--- config.mk ---
export PLATFORM = sky130hd
export DESIGN_NAME = bit_serializer
export DESIGN_NICKNAME = d
export VERILOG_FILES = /design/src/rtl/bit_serializer.sv
export SDC_FILE = /design/constraint.sdc
export NUM_CORES = 1
export LEC_CHECK = 0
export ABC_CLOCK_PERIOD_IN_PS = 3800
export CORE_MARGIN = 2
export CORE_UTILIZATION = 40
export DETAILED_ROUTE_END_ITERATION = 10
export HOLD_SLACK_MARGIN = 0.05
export SYNTH_ARGS = -nofsm -noshare
export SYNTH_HDL_FRONTEND = slang
export SYNTH_SLANG_ARGS = --single-unit
export TNS_END_PERCENT = 30
--- constraint.sdc ---
create_clock -name clk -period 3.8 [get_ports clk]
set_input_delay 0.76 -clock clk [delete_from_list [all_inputs] [get_ports clk]]
set_output_delay 0.76 -clock clk [all_outputs]
set_load 0.005 [all_outputs]
--- src/rtl/bit_serializer.sv ---
// Parallel-to-serial transmitter with a one-word holding register so that
// back-to-back words stream out one bit per clock with no idle cycle between them.
module bit_serializer #(
    parameter int WIDTH     = 8,
    parameter bit MSB_FIRST = 1'b1
) (
    input  logic             clk,
    input  logic             clr,
    input  logic             load_valid,
    output logic             load_ready,
    input  logic [WIDTH-1:0] load_data,
    output logic             d_out,
    output logic             d_valid,
    output logic             last,
    output logic             busy
);

    localparam int CW = $clog2(WIDTH);
    localparam logic [CW-1:0] LAST_CNT = CW'(WIDTH - 1);

    typedef enum logic {
        IDLE  = 1'b0,
        SHIFT = 1'b1
    } state_t;

    state_t           state_q, state_d;
    logic [WIDTH-1:0] shift_q, shift_d;
    logic [WIDTH-1:0] hold_q, hold_d;
    logic [CW-1:0]    cnt_q, cnt_d;
    logic             hold_full_q, hold_full_d;

    logic             transfer;
    logic             final_bit;
    logic [WIDTH-1:0] shifted;

    always_ff @(posedge clk) begin
        if (clr) begin
            state_q     <= IDLE;
            shift_q     <= '0;
            hold_q      <= '0;
            cnt_q       <= '0;
            hold_full_q <= 1'b0;
        end else begin
            state_q     <= state_d;
            shift_q     <= shift_d;
            hold_q      <= hold_d;
            cnt_q       <= cnt_d;
            hold_full_q <= hold_full_d;
        end
    end

    // The bit on the wire is always at the shift register's outgoing end,
    // so each shift moves the next bit into that position.
    always_comb begin
        transfer  = load_valid && !hold_full_q;
        final_bit = (state_q == SHIFT) && (cnt_q == LAST_CNT);
        if (MSB_FIRST) begin
            shifted = {shift_q[WIDTH-2:0], 1'b0};
        end else begin
            shifted = {1'b0, shift_q[WIDTH-1:1]};
        end
    end

    always_comb begin
        state_d     = state_q;
        shift_d     = shift_q;
        hold_d      = hold_q;
        cnt_d       = cnt_q;
        hold_full_d = hold_full_q;

        case (state_q)
            IDLE: begin
                if (transfer) begin
                    shift_d = load_data;
                    cnt_d   = '0;
                    state_d = SHIFT;
                end
            end
            SHIFT: begin
                // On the final bit a held word wins; load_ready is low then anyway.
                if (final_bit) begin
                    cnt_d = '0;
                    if (hold_full_q) begin
                        shift_d     = hold_q;
                        hold_full_d = 1'b0;
                    end else if (transfer) begin
                        shift_d = load_data;
                    end else begin
                        state_d = IDLE;
                    end
                end else begin
                    shift_d = shifted;
                    cnt_d   = cnt_q + 1'b1;
                    if (transfer) begin
                        hold_d      = load_data;
                        hold_full_d = 1'b1;
                    end
                end
            end
            default: begin
                state_d = IDLE;
            end
        endcase
    end

    always_comb begin
        load_ready = !hold_full_q;
        d_valid    = (state_q == SHIFT);
        last       = final_bit;
        busy       = (state_q == SHIFT) || hold_full_q;
        d_out      = 1'b0;
        if (state_q == SHIFT) begin
            d_out = MSB_FIRST ? shift_q[WIDTH-1] : shift_q[0];
        end
    end

endmodule

==> metrics.md, run 1 <==
| Metric | Value |
|---|---|
| Chip height | approximately 53 um |
| Critical-path top delay cell | clkdlybuf4s50_1 |
| Post-DP HPWL | between 1 and 1.5 mm |
| RSZ-0062 raised after global routing | no |
| Global-route wire length before repair | approximately 3.2 mm |
| Most frequent cells in the layout | dfxtp_1 (21), mux2i_1 (16), clkdlybuf4s50_1 (15) |
| Drt first pass iters | 4 |
| Final hold vios | 0 |
| Row count | 17 |
| Hold_ws | 485.4 ps |
| TritonCTS Buffers | 3 |
| Clock Path Buffers | 2 |
| Slew Limit Headroom | 0.5535 |
| Crit-path cells | ha_1 > ha_1 > and2_1 > clkdlybuf4s50_1 |
| Drt initial violations | 9 |
| Vias in the first global route | 698 |
| DRC | 0 |
| Crit start category | flop |
| Finished Cell Area | roughly 1100 um2 |
| FF-to-FF setup slack | 1870 ps |
| Buffer and inverter count on the worst path | 1 |
| Total of max-cap violations | 0 |
| Max-slew violations | 0 |
| PwrDens | about 370 nW/um2 |
| Worst-path maximum fanout | 13 |
| Initial antenna violation count | 0 |
| Syn Inst Count | 102 |
| Non-Filler Instances | 142 |
| Gr ovfl total | 0 |
| Vias per cell | 5.282 |
| Status | finished clean |
| Setup crit start | cnt_q[0]$_SDFFE_PP0P_ |
| Hold-fix buffers, CTS | 0 |
| Worst min-delay path class | reg -> reg |
| Synth unique cells | 24 |
| Crit path largest cell delay | 510 ps |
| Final wirelength | 1.851 mm |
| Post-CTS Setup Inserts | 0 |
| Nets | 128 |
| Antenna cell count | 0 |
| FMAX | 371.6 MHz |
| Worst Hold Launch | cnt_q[1]$_SDFFE_PP0P_ |
| Latest clock arrival within the worst-skew pair | 300 ps |
| Area growth syn-to-layout | 17.30% |
| Die area | 2794 um2 |
| Worst-Margin Slew | 669.8 ps |
| Critical path class | reg -> out |
| CTS Sinks | 21 |
| Final setup viols | 0 |
| Required time worst endpoint | 3040 ps |
| Total GRT Usage | 0.1550 |
| Placed Area | around 1100 um2 |
| Final period util | 0.7081 |
| Die width | 52.86 um |
| Leakage | around 0.46 nW |
| CP delay by family, top | adder cells |
| CTS clock-pin slew for the worst setup and hold paths | 120 ps |
| Layout cells sized above 1 | 0.03509 |
| Largest net degree at the start of global routing | 17 |
| Critical R2R Launch | cnt_q[0]$_SDFFE_PP0P_ |
| Data arrival time of the worst path | 1930 ps |
| Most common cell after layout, fill and taps aside | dfxtp_1 |
| Initial core utilization | 0.4275 |
| Maximum vdd drop | 0.0002114 V |
| Synthesized area per cell | 9.359 um2 |
| Detailed-route via count | 750 |
| #FFs+latches synth | 21 |
| Post-Syn Area | 954.7 um2 |
| Post-CTS resize count | 0 |
| Post-Place Cells | 138 |
| CTS tree | done |
| Fillers | between 200 and 250 |
| Setup Total Neg Slack | 0 ps |
| Gpl congestion | 0.7453 |
| Core area | ~2200 um2 |
| PortBufs | 15 |
| Cell mode on critical path | ha_1 |
| WL per Instance | 13.04 um |
| Antenna Nets Post-Route | 0 |
| Synth Warn # | 0 |
| Io pins | 16 |
| Syn nets | ~120 |
| Skew final | 3.100 ps |
| H-Tree Level Count | 1 |
| CTS root buffer | clkbuf_4 |
| Power, Total | 0.4108 mW |
| Sequential fraction of the synthesis area | 0.4404 |
| Crit. End Element | output pin |
| Crit path time final | 2691 ps |
[worst min-delay path, stage by stage, from the launching register on]
cell	delay, ps
dfxtp_1	330
nand3_1	60
a21oi_1	50
[report_power, final]
group / internal [mW] / switching [mW]
Clock: 0.0392 / 0.0682
Combinational: 0.0342 / 0.0269
Sequential: 0.233 / 0.00974
Total: 0.306 / 0.105
[logic make-up after synthesis]
family | after synthesis | synth area share
adder cells (fa/ha/maj) | 2 | 0.02621
buffers and inverters | 10 | 0.06159
AO/OA/AOI/OAI | 21 | 0.1245
flip-flops | 21 | 0.4404
multiplexers | 16 | 0.1678
AND/OR/NAND/NOR | 32 | 0.1795
[metal layers]
layer  track usage  part of all wire
met1        0.2003              0.48
met2        0.2542              0.46
met3       0.05085             0.052
met4       0.02564            0.0076
met5             0                 0
[flip-flops by register name, summed over array words and instances (netlist names)]
register,cells
hold_q,8
shift_q,8
cnt_q,3
d_valid,1
hold_full_q,1
[layout make-up]
| cell class | count | area [um2] | area share |
|---|---|---|---|
| clock buffers | 3 | 22.52 | 0.02011 |
| clock inverters | 1 | 5.005 | 0.004469 |
| inverters | 3 | 11.26 | 0.01006 |
| multi-input cells | 71 | 475.5 | 0.4246 |
| flip-flops and latches | 21 | 420.4 | 0.3754 |
| well taps | 28 | 35.03 | 0.03129 |
| repair buffers | 15 | 150.1 | 0.1341 |
[metrics by stage]
step | util | setup WS (ps)
after floorplan | - | 2039
after global placement | 0.4891 | 1474
after detailed placement | 0.4891 | 1437
after CTS | 0.5014 | 1083
after global routing | 0.5014 | 955.4
final | 0.5014 | 1109
[path summary, 6_finish.rpt]
path                                                to  depth (start not counted)
worst max-delay path                              last                          4
worst min-delay path             cnt_q[1]$_SDFFE_PP0P_                          2
worst max register to register  hold_q[1]$_SDFFE_PP0P_                          5
worst min register to register   cnt_q[1]$_SDFFE_PP0P_                          2
[Yosys cell counts]
cell type | count | area share
and2_1 | 2 | 0.013
buf_2 | 1 | 0.0052
nand2b_1 | 2 | 0.013
o22ai_1 | 8 | 0.052
nand3_1 | 3 | 0.016
dfxtp_1 | 21 | 0.44
clkbuf_2 | 1 | 0.0052
clkbuf_1 | 2 | 0.0079
nor2b_1 | 1 | 0.0066
ha_1 | 2 | 0.026
a31oi_1 | 1 | 0.0066
nor3b_1 | 1 | 0.0079
buf_6 | 2 | 0.024
buf_4 | 1 | 0.0079
nor2_1 | 9 | 0.035
a21o_1 | 1 | 0.0079
and3_1 | 7 | 0.046
nand2_1 | 4 | 0.016
mux2i_1 | 16 | 0.17
nor3_1 | 1 | 0.0052
or2b_1 | 1 | 0.0079
a21oi_1 | 11 | 0.058
inv_1 | 3 | 0.012
and4bb_1 | 1 | 0.013
No activity file was read; power rests on OpenSTA's default activity.
==> inputs of run 2 (changes only) <==
- ABC_CLOCK_PERIOD_IN_PS: 3800 -> 2600
- clock period: 3.8 -> 2.6 ns (I/O delays scaled with it)
==> run 2 against run 1 <==
  * Via count is 2.7% lower
  * Clock power is 48% higher
  * Total power is 47% higher
  * First-iteration DRC count is 22% higher
  * Count of clock-buffer cells in the layout stayed put
  * Critical path depth stayed put
  * Combinational power is 49% higher
  * Register-to-register slack worse by 1100 ps
  * Flip-flop and latch count stayed put
  * Core utilization is 0.45 points higher
  * Routed wire length is 1.6% higher
  * Critical path type unchanged
  * Critical endpoint unchanged
  * Highest routed layer unchanged
==> metrics.md, run 2 (synthesis gave the netlist of run 1 again) <==
| Metric | Value |
|---|---|
| Die width | 52.86 um |
| Hold_ws | 485.7 ps |
| Hold-fix buffers, CTS | 0 |
| Chip height | 52.86 um |
| Status | finished clean |
| RSZ-0062 raised after global routing | no |
| Vias in the first global route | 700 |
| Crit-path cells | ha_1 > ha_2 > and2_1 > clkdlybuf4s50_1 |
| Post-DP HPWL | 1.292 mm |
| Global-route wire length before repair | 3.160 mm |
| Post-route setup slack | 233.8 ps |
| Total GRT Usage | 0.1560 |
| Io pins | 16 |
| CTS root buffer | clkbuf_4 |
| Die area | 2794 um2 |
| Setup WS pre-CTS | ~460 ps |
| Total of max-cap violations | 0 |
| FMAX | 422.6 MHz |
| GRT met1 Usage | 0.2074 |
| TritonCTS Buffers | 3 |
| Antenna cell count | 0 |
| Met3 Use GR | 0.02542 |
| Area growth syn-to-layout | 18.35% |
| H-Tree Level Count | 1 |
| Crit path time final | 2366 ps |
| Clock Path Buffers | 2 |
| Post-CTS resize count | 0 |
| Final wirelength | 1.881 mm |
| Drt first pass iters | 4 |
| Worst-path maximum fanout | 13 |
| Row count | 17 |
| Required time worst endpoint | 2080 ps |
| Slew Limit Headroom | 0.5592 |
| Nets | 129 |
| Leakage | 0.4641 nW |
| PwrDens | around 530 nW/um2 |
| Crit start category | flop |
| Worst-Margin Slew | around 660 ps |
| DRC | 0 |
| Detailed-route via count | 730 |
| Data arrival time of the worst path | between 1500 and 2000 ps |
| GRT busiest layer | met2 |
| Gpl congestion | 0.7441 |
| Drt initial violations | 11 |
| Vias per cell | between 5 and 6 |
| Most frequent cells in the layout | dfxtp_1 (21), mux2i_1 (16), clkdlybuf4s50_1 (15) |
| Critical-path top delay cell | clkdlybuf4s50_1 |
| CTS Sinks | 21 |
| Latest clock arrival within the worst-skew pair | 300 ps |
| Final hold vios | 0 |
| Critical path class | reg -> out |
| Core area | 2233 um2 |
| Met2 usage | 0.2500 |
| Max-slew violations | 0 |
| Setup Total Neg Slack | 0 ps |
| Worst min-delay path class | reg -> reg |
| Post-CTS Setup Inserts | 0 |
| Final period util | 0.9101 |
| Maximum vdd drop | 0.0002350 V |
| Initial core utilization | 0.4275 |
| Largest net degree at the start of global routing | 15 |
| Final setup viols | 0 |
| Gr ovfl total | 0 |
| Initial antenna violation count | 0 |
| CTS tree | done |
| Largest regs | hold_q: 8 flops, shift_q: 8 flops, cnt_q: 3 flops |
| Layout cells sized above 1 | 0.05217 |
| Most common cell after layout, fill and taps aside | dfxtp_1 |
| Skew final | approximately 7.9 ps |
| Crit. End Element | output pin |
| Antenna Nets Post-Route | 0 |
| WL per Instance | around 13 um |
| CTS clock-pin slew for the worst setup and hold paths | 120 ps |
| Crit path largest cell delay | 510 ps |
| PortBufs | 15 |
-- run 2: final timing paths --
path / start / end / slack, ps / cells past startpoint
min reg2reg: cnt_q[1]$_SDFFE_PP0P_ / cnt_q[1]$_SDFFE_PP0P_ / 490 / 2
min: cnt_q[1]$_SDFFE_PP0P_ / cnt_q[1]$_SDFFE_PP0P_ / 490 / 2
max reg2reg: cnt_q[0]$_SDFFE_PP0P_ / hold_q[6]$_SDFFE_PP0P_ / 760 / 5
max: cnt_q[0]$_SDFFE_PP0P_ / last / 230 / 4
-- run 2: report_power, final --
| part | switching (mW) | leakage, nW | internal, mW | total [mW] |
|---|---|---|---|---|
| sequential | 0.0140 | 0.172 | 0.340 | 0.354 |
| clock | 0.101 | 0.0177 | 0.0572 | 0.158 |
| combinational | 0.0401 | 0.275 | 0.0510 | 0.0911 |
-- run 2: metal layers --
metal	routed length (um)	share of wire
met5	0	0
met4	17	0.0090
met3	72	0.038
met2	841	0.45
met1	950	0.51
-- run 2: stage by stage --
step	power (mW)	area [um2]	utilization	cells
final	0.6034	1130	0.5059	143
after global routing	0.6328	1130	0.5059	143
after CTS	0.6123	1127	0.5048	143
after detailed placement	0.4531	1100	0.4924	139
after global placement	0.4514	1100	0.4924	139
after floorplan	0.4192	954.7	-	102
-- run 2: area by class of cell --
class | count | area [um2]
fillers | 230 | 1104
clock inverters | 1 | 5.005
well taps | 28 | 35.03
flip-flops and latches | 21 | 420.4
repair buffers | 16 | 157.7
clock buffers | 3 | 22.52
multi-input cells | 71 | 478.0
inverters | 3 | 11.26
-- run 2: critical path, delay by kind of cell (launching register included) --
family	cells	cell delay [ps]
adders and majority gates	2	460
buffers and inverters	1	510
and+or+nand+nor	1	210
DFF	1	370
